--- config.mk ---
export PLATFORM = sky130hd
export DESIGN_NAME = load_store_unit_flat
export DESIGN_NICKNAME = d
export VERILOG_FILES = /design/src/rtl/load_store_unit_if.sv /design/src/rtl/load_store_unit.sv /design/src/flat_wrapper.sv
export SDC_FILE = /design/constraint.sdc
export NUM_CORES = 1
export LEC_CHECK = 0
export ABC_AREA = 1
export CAP_MARGIN = 30
export CORE_UTILIZATION = 25
export DETAILED_ROUTE_END_ITERATION = 10
export GPL_ROUTABILITY_DRIVEN = 0
export GPL_TIMING_DRIVEN = 0
export HOLD_SLACK_MARGIN = 0.15
export SYNTH_ARGS = -nofsm -noshare
export SYNTH_HDL_FRONTEND = slang
export SYNTH_SLANG_ARGS = --single-unit
--- constraint.sdc ---
create_clock -name clk -period 1.7 [get_ports clk]
set_clock_uncertainty 0.05 [all_clocks]
set_input_delay 0.34 -clock clk [delete_from_list [all_inputs] [get_ports clk]]
set_output_delay 0.34 -clock clk [all_outputs]
set_load 0.1 [all_outputs]
--- src/rtl/load_store_unit_if.sv ---
// Data-memory bus between the load/store unit and data memory.
//   req    : request, held by the master until gnt
//   we     : byte write enables (all zero for loads)
//   addr   : word-aligned address
//   wdata  : lane-replicated store data
//   gnt    : memory accepts the request this cycle
//   rvalid : load data valid on rdata
//   rdata  : read word
// master = load/store unit side, slave = memory side.
interface load_store_unit_if #(
    parameter int ADDR_W = 32
);
    logic              req;
    logic [3:0]        we;
    logic [ADDR_W-1:0] addr;
    logic [31:0]       wdata;
    logic              gnt;
    logic              rvalid;
    logic [31:0]       rdata;

    modport master (
        output req, we, addr, wdata,
        input  gnt, rvalid, rdata
    );

    modport slave (
        input  req, we, addr, wdata,
        output gnt, rvalid, rdata
    );
endinterface

--- src/rtl/load_store_unit.sv ---
// Multi-cycle RV32I load/store unit.
// Accepts an effective address and store data from the execute stage, runs
// one req/gnt(/rvalid) transaction on the data-memory bus and returns an
// extended load result.
//   clk, reset_n : clock, asynchronous active-low reset
//   start        : request strobe, only sampled while idle
//   is_store     : 1 = store, 0 = load
//   funct3       : RV32I width/sign code (B, H, W, BU, HU)
//   addr, wdata  : effective address and store data (rs2)
//   busy         : high whenever a transaction is in progress
//   done, fault  : one-cycle completion pulse, fault marks a rejected access
//   rdata        : extended load result, held until the next accepted start
//   dmem         : data-memory bus (master side)
module load_store_unit #(
    parameter int ADDR_W = 32
) (
    input  logic                 clk,
    input  logic                 reset_n,
    input  logic                 start,
    input  logic                 is_store,
    input  logic [2:0]           funct3,
    input  logic [ADDR_W-1:0]    addr,
    input  logic [31:0]          wdata,
    output logic                 busy,
    output logic                 done,
    output logic                 fault,
    output logic [31:0]          rdata,
    load_store_unit_if.master    dmem
);

    typedef enum logic [2:0] {
        ST_IDLE = 3'd0,
        ST_REQ  = 3'd1,
        ST_WAIT = 3'd2,
        ST_DONE = 3'd3,
        ST_ERR  = 3'd4
    } state_t;

    state_t            state_r;
    logic              busy_r;
    logic              done_r;
    logic              fault_r;
    logic [31:0]       rdata_r;
    logic              is_store_r;
    logic [2:0]        funct3_r;
    logic [1:0]        offset_r;
    logic              dmem_req_r;
    logic [3:0]        dmem_we_r;
    logic [ADDR_W-1:0] dmem_addr_r;
    logic [31:0]       dmem_wdata_r;
    logic              fault_s;

    // Rejects illegal width codes and misaligned halfword/word accesses.
    function automatic logic access_fault(input logic st, input logic [2:0] f3,
                                          input logic [1:0] off);
        logic bad_f3;
        logic misaligned;
        if (st) begin
            bad_f3 = (f3 > 3'b010);
        end else begin
            bad_f3 = (f3 == 3'b011) || (f3[2:1] == 2'b11);
        end
        misaligned = ((f3[1:0] == 2'b01) && off[0]) ||
                     ((f3 == 3'b010) && (off != 2'b00));
        return bad_f3 || misaligned;
    endfunction

    // Byte enables for a store of the given width at byte offset off.
    function automatic logic [3:0] lane_we(input logic [2:0] f3, input logic [1:0] off);
        logic [3:0] we;
        case (f3[1:0])
            2'b00:   we = 4'b0001 << off;
            2'b01:   we = 4'b0011 << off;
            2'b10:   we = 4'b1111;
            default: we = 4'b0000;
        endcase
        return we;
    endfunction

    // Replicate narrow store data across all lanes so any byte enable picks it up.
    function automatic logic [31:0] lane_wdata(input logic [2:0] f3, input logic [31:0] w);
        logic [31:0] r;
        case (f3[1:0])
            2'b00:   r = {4{w[7:0]}};
            2'b01:   r = {2{w[15:0]}};
            default: r = w;
        endcase
        return r;
    endfunction

    // Pick the addressed byte/half out of the read word and extend it.
    function automatic logic [31:0] load_extract(input logic [2:0] f3, input logic [1:0] off,
                                                 input logic [31:0] word);
        logic [31:0] shifted;
        logic [15:0] half;
        logic [31:0] r;
        shifted = word >> {off, 3'b000};
        half    = off[1] ? word[31:16] : word[15:0];
        case (f3)
            3'b000:  r = {{24{shifted[7]}}, shifted[7:0]};
            3'b100:  r = {24'h000000, shifted[7:0]};
            3'b001:  r = {{16{half[15]}}, half};
            3'b101:  r = {16'h0000, half};
            default: r = word;
        endcase
        return r;
    endfunction

    assign fault_s = access_fault(is_store, funct3, addr[1:0]);

    // Transaction FSM; every output is a register updated on the state transition.
    always_ff @(posedge clk or negedge reset_n) begin
        if (!reset_n) begin
            state_r      <= ST_IDLE;
            busy_r       <= 1'b0;
            done_r       <= 1'b0;
            fault_r      <= 1'b0;
            rdata_r      <= 32'h0000_0000;
            is_store_r   <= 1'b0;
            funct3_r     <= 3'b000;
            offset_r     <= 2'b00;
            dmem_req_r   <= 1'b0;
            dmem_we_r    <= 4'b0000;
            dmem_addr_r  <= '0;
            dmem_wdata_r <= 32'h0000_0000;
        end else begin
            done_r  <= 1'b0;
            fault_r <= 1'b0;
            case (state_r)
                ST_IDLE: begin
                    if (start) begin
                        is_store_r <= is_store;
                        funct3_r   <= funct3;
                        offset_r   <= addr[1:0];
                        rdata_r    <= 32'h0000_0000;
                        busy_r     <= 1'b1;
                        if (fault_s) begin
                            state_r <= ST_ERR;
                            done_r  <= 1'b1;
                            fault_r <= 1'b1;
                        end else begin
                            state_r      <= ST_REQ;
                            dmem_req_r   <= 1'b1;
                            dmem_addr_r  <= {addr[ADDR_W-1:2], 2'b00};
                            dmem_we_r    <= is_store ? lane_we(funct3, addr[1:0]) : 4'b0000;
                            dmem_wdata_r <= is_store ? lane_wdata(funct3, wdata) : 32'h0000_0000;
                        end
                    end
                end
                ST_REQ: begin
                    if (dmem.gnt) begin
                        dmem_req_r <= 1'b0;
                        // Drop enables with the request so no stray write is visible.
                        dmem_we_r  <= 4'b0000;
                        if (is_store_r) begin
                            state_r <= ST_DONE;
                            done_r  <= 1'b1;
                        end else begin
                            state_r <= ST_WAIT;
                        end
                    end
                end
                ST_WAIT: begin
                    if (dmem.rvalid) begin
                        rdata_r <= load_extract(funct3_r, offset_r, dmem.rdata);
                        state_r <= ST_DONE;
                        done_r  <= 1'b1;
                    end
                end
                ST_DONE, ST_ERR: begin
                    state_r <= ST_IDLE;
                    busy_r  <= 1'b0;
                end
                default: begin
                    state_r    <= ST_IDLE;
                    busy_r     <= 1'b0;
                    dmem_req_r <= 1'b0;
                    dmem_we_r  <= 4'b0000;
                end
            endcase
        end
    end

    assign busy       = busy_r;
    assign done       = done_r;
    assign fault      = fault_r;
    assign rdata      = rdata_r;
    assign dmem.req   = dmem_req_r;
    assign dmem.we    = dmem_we_r;
    assign dmem.addr  = dmem_addr_r;
    assign dmem.wdata = dmem_wdata_r;

endmodule

--- src/flat_wrapper.sv ---
// flat-port wrapper written by rule: the top's interface ports become plain ports
module load_store_unit_flat 
#(
    parameter int ADDR_W = 32
)
  (clk, reset_n, start, is_store, funct3, addr, wdata, busy, done, fault, rdata, dmem_req, dmem_we, dmem_addr, dmem_wdata, dmem_gnt, dmem_rvalid, dmem_rdata);
  load_store_unit_if #(.ADDR_W(ADDR_W)) dmem_i ();
  input  logic clk;
  input  logic reset_n;
  input  logic start;
  input  logic is_store;
  input  logic [2:0] funct3;
  input  logic [ADDR_W-1:0] addr;
  input  logic [31:0] wdata;
  output logic busy;
  output logic done;
  output logic fault;
  output logic [31:0] rdata;
  output wire logic [$bits(dmem_i.req)-1:0] dmem_req;
  output wire logic [$bits(dmem_i.we)-1:0] dmem_we;
  output wire logic [$bits(dmem_i.addr)-1:0] dmem_addr;
  output wire logic [$bits(dmem_i.wdata)-1:0] dmem_wdata;
  input wire logic [$bits(dmem_i.gnt)-1:0] dmem_gnt;
  input wire logic [$bits(dmem_i.rvalid)-1:0] dmem_rvalid;
  input wire logic [$bits(dmem_i.rdata)-1:0] dmem_rdata;
  assign dmem_req = dmem_i.req;
  assign dmem_we = dmem_i.we;
  assign dmem_addr = dmem_i.addr;
  assign dmem_wdata = dmem_i.wdata;
  assign dmem_i.gnt = dmem_gnt;
  assign dmem_i.rvalid = dmem_rvalid;
  assign dmem_i.rdata = dmem_rdata;
  load_store_unit #(.ADDR_W(ADDR_W)) u_core (.clk(clk), .reset_n(reset_n), .start(start), .is_store(is_store), .funct3(funct3), .addr(addr), .wdata(wdata), .busy(busy), .done(done), .fault(fault), .rdata(rdata), .dmem(dmem_i));
endmodule
-- Word level (Yosys, flattened, before mapping)
Index checks and enable logic that the tools add are counted.
- flip-flop bits (word level): 111
- logic and storage cells: 86
- order comparisons: 1
- equal/unequal tests: 16
- shift-type cells: 3
- mux-type cells: 33
- bitwise logic cells: 3
- reduce and logical (&&, ||, !) cells: 18
- operator list (cell ; number):
    32-bit case mux with 2 select lines ; 2
    32-bit case mux with 4 select lines ; 1
    32-bit two-way mux ; 3
    32-bit by 5-bit >> shifter with 8-bit output ; 1
    4-bit case mux with 3 select lines ; 2
    16-bit two-way mux ; 1
    4-bit two-way mux ; 4
    3-bit by 2-bit equality test with 1-bit output, second input constant ; 4
    1-bit two-way mux ; 12
    3-bit two-way mux ; 4
    3-bit equality test, second input constant ; 3
    3-bit case mux with 3 select lines ; 1
    3-bit AND reduction ; 3
    2-bit != test, second input constant ; 4
    3-bit by 1-bit equality test with 1-bit output, second input constant ; 2
    3-bit logical NOT ; 2
    1-bit case mux with 3 select lines ; 2
    2-bit equality test, second input constant ; 2
    2-bit AND reduction ; 2
    4-bit AND reduction ; 1
    2-bit nonzero test ; 2
    1-bit by 2-bit left shift with 4-bit output, first input constant ; 1
    2-bit by 2-bit left shift with 4-bit output, first input constant ; 1
    3-bit by 2-bit greater-than comparator with 1-bit output, second input constant ; 1
    other kinds (8) ; 13

-- Longest topological paths before layout
- word-level depth: 7
- mapped depth: 10
- depth with buffers taken out: 8

-- Worst setup path before layout
No wires, ideal clock.
- path kind: input to register
- start point: input is_store
- end point: register u_core.dmem_addr_r[10] (netlist: u_core.dmem.addr[10])
- library setup time: 0.067 ns
- data arrival time: 1.290 ns
- required time: 1.583 ns
- slack: 0.293 ns
- stages on the path: 8
- path through: buf_4 o21ai_4 nand3_2 nor2_4 buf_8 buf_8 nand3_2 nand2_1
- cells in the longest elaborated chain, start to end: 4
- ends and longest elaborated chain (item ; line ; source):
    start: declaration ; flat_wrapper.sv:11 ; input logic is_store;
    1-bit two-way mux ; load_store_unit.sv:58 ; if (st) begin
    1-bit logical OR ; load_store_unit.sv:65 ; return bad_f3 || misaligned;
    1-bit inverter (no line) ; - ;
    3-bit AND reduction (no line) ; - ;
    end signal: assignment ; load_store_unit.sv:144 ; dmem_addr_r <= {addr[ADDR_W-1:2], 2'b00};
    end: declaration ; load_store_unit.sv:49 ; logic [ADDR_W-1:0] dmem_addr_r;
No other way between the ends.
A chain may end at the register's enable or synchronous reset.

-- Worst setup path in the final report
- start point: register u_core.rdata_r[31] (netlist: u_core.rdata[31])
- end point: output rdata[31]
- RTL lines (item ; line ; source):
    start: declaration ; load_store_unit.sv:43 ; logic [31:0] rdata_r;
    start signal: assignment ; load_store_unit.sv:165 ; rdata_r <= load_extract(funct3_r, offset_r, dmem.rdata);
    end: declaration ; flat_wrapper.sv:18 ; output logic [31:0] rdata;
No word-level cell between the ends.

==> flow_summary.toml <==
[clock_tree]
clk_latency_ns = 0.36
cts_tree = "done"
clkTransAtPathRegs_ns = 0.08
clk_root_buffer_cell = "clkbuf_16"
htree_levels = 3
cts_buffers = 9
cts_buffer_depth = 2
cts.sink_count = 111

[layout]
drive_gt1_share_pct = 22.3
stdcell_count = 1345
final_util_pct = 37.2
nNetsFinal = 1125
area_delta_synth_final_pct = 46.1

[run_status]
status = "finished, final reports clean"

[yosys]
syn_area_um2 = 5970
yosysUniqueCellTypes = 26
synth-seq-cells = 111
post_synth.cell_area_avg_um2 = 7.54
ys_seq_area_share_pct = 46.5
syn_inst = 792
yosysWarningCount = 0

[worst_setup_path]
critical_path_depth = 1
worstPathArrival_ns = 1.28
critical_path_class = "reg -> out"
startpoint_type = "flip-flop"
endpoint_kind = "output pin"
path_cells = "clkdlybuf4s15_2"
critPathMaxStageDelay_ns = 0.57
worstPathRequired_ns = 1.31
reg2regPathDepth = 7
crit_family = "buffers and inverters"
cp_slowest_cell = "clkdlybuf4s15_2"
cp_max_fo = 2
crit_buf_inv = 1

[place]
io_buffers = 204
place_inst = 1318
dp_hpwl_um = 15700

[die]
rows = 56
initial_utilization_pct = 25.4
ioPinCount = 209
die_height_um = 157
die_area_um2 = 24500
core-area_um2 = 23500
die_x_um = 157

[drt]
ant_nets = 0
wire_per_inst_um = 15.6
drcViolationCount = 0
drt-initial-drc-count = 225
dr.pass1.iters = 4
finalWirelength_um = 20900
vias_per_cell = 4.50
vias = 6047

[sta]
hold_viol = 0
setup_viol = 0
period_share_pct = 98.3
slew_violations = 0
max_freq_mhz = 598
period_minus_slack_ns = 1.67
worst_slew_pin_slew_ns = 0.593
relSlewSlack_pct = 60.5
rsz0062_at_grt = "true"

[grt]
gr-total-overflow = 0
grt_max_degree = 92
grt.total_usage_pct = 17.6
grt_antenna_before_repair = 1
grt_pass1_vias = 5970
grt_pass1_wl_um = 32900

[worst_hold_path]
hold_class = "in -> async"

[run]
maxCapViolations = 0
synth_stat cells, drive strengths merged:
cell type	number	share of area, %
nor2	54	3.8
a31oi	2	0.21
o211ai	1	0.13
nand3	102	12
clkbuf	10	0.63
nand4	6	0.63
a21oi	31	2.6
nand2	330	21
inv	60	3.8
o21ai	37	3.5
buf	37	4.5
dfrtp	111	47
conb	1	0.063
or2	2	0.21
o22ai	8	0.84
cell type report:
type | instances | area (um2)
Clock inverter | 7 | 77.6
Multi-Input combinational cell | 576 | 2710
Clock buffer | 9 | 225
Sequential cell | 111 | 2780
Inverter | 60 | 233
Fill cell | 2547 | 14700
Timing Repair Buffer | 215 | 1950
Antenna cell | 1 | 2.50
Tap cell | 319 | 399
Buffer | 47 | 347
registers in the layout (all words and copies together) (netlist names):
register and flops:
u_core.dmem.wdata 32, u_core.rdata 32, u_core.dmem.addr 30, u_core.dmem.we 4, u_core.funct3_r 3, u_core.state_r 3, u_core.offset_r 2, u_core.busy 1
u_core.dmem.req 1, u_core.done 1, u_core.fault 1, u_core.is_store_r 1
worst paths after layout:
path / from / to / slack [ns]
worst min register to register: u_core.dmem.addr[3] / u_core.dmem.addr[3] / 0.42
worst max-delay path: u_core.rdata[31] / rdata[31] / 0.03
worst min-delay path: reset_n / u_core.rdata[30] / 0.34
min in group clk: is_store / u_core.dmem.wdata[2] / 0.37
max in group asynchronous: reset_n / u_core.offset_r[0] / 0.53
worst max register to register: u_core.state_r[2] / u_core.rdata[13] / 0.11
kinds of logic after synthesis:
group	after synthesis	share of synthesized area [%]
compound gates	79	7.25
flops	111	46.5
simple gates	494	37.3
other cells	1	0.0628
buf+inv	107	8.91
through the flow:
stage                     worst slack, ns  hold slack (ns)  setup TNS [ns]  cell area, um2
after global routing             -0.00452            0.348        -0.00452            8720
after global placement              -4.45            0.403         -550.85            8420
after CTS                        0.000225            0.337               0            8950
after floorplan                     0.293         -0.00559               0            5970
final                              0.0288            0.337               0            8730
after detailed placement           -0.602            0.155          -60.71            8470
cells in the final DEF (no fill, tap or decap), types with 3 or more instances in the layout:
master           netlist  final
buf_4                  6     17
dfrtp_1              111    109
nand3_1               64     64
o22ai_1                8      8
o21ai_0               33     32
clkbuf_16              0      9
nand3_2               38     37
buf_12                 3      4
buf_2                 23     63
nand2_1              326    324
o21ai_1                2      3
nor2_4                 3      4
clkdlybuf4s18_2        0     37
nand2_2                4      5
buf_6                  1      7
clkdlybuf4s50_1        0     97
clkbuf_1              10     10
clkdlybuf4s15_2        0     15
inv_1                 53     51
inv_2                  7      7
nand4_1                6      6
nor2_1                51     49
dlygate4sd2_1          0      3
a21oi_1               31     31
routing by layer:
layer	vias to the layer above	global-route usage, %	wire [um]
li1	2963	-	-
met2	243	28.6	9560
met3	22	5.90	2010
met5	-	0	0
met4	0	4.76	351
met1	2819	22.1	9020
what timing repair did:
item / CTS / global route
gates cloned: 3 / 0
resized for setup: 360 / 118
pin swaps: 2 / 3
endpoints found under the hold margin: 20 / 0
hold buffers: 1 / 0
setup buffers: 4 / 3
setup endpoints to repair: 166 / 165
Power is not shown: default switching activity piles up to over one toggle a cycle in this logic, so the estimate is an artifact.
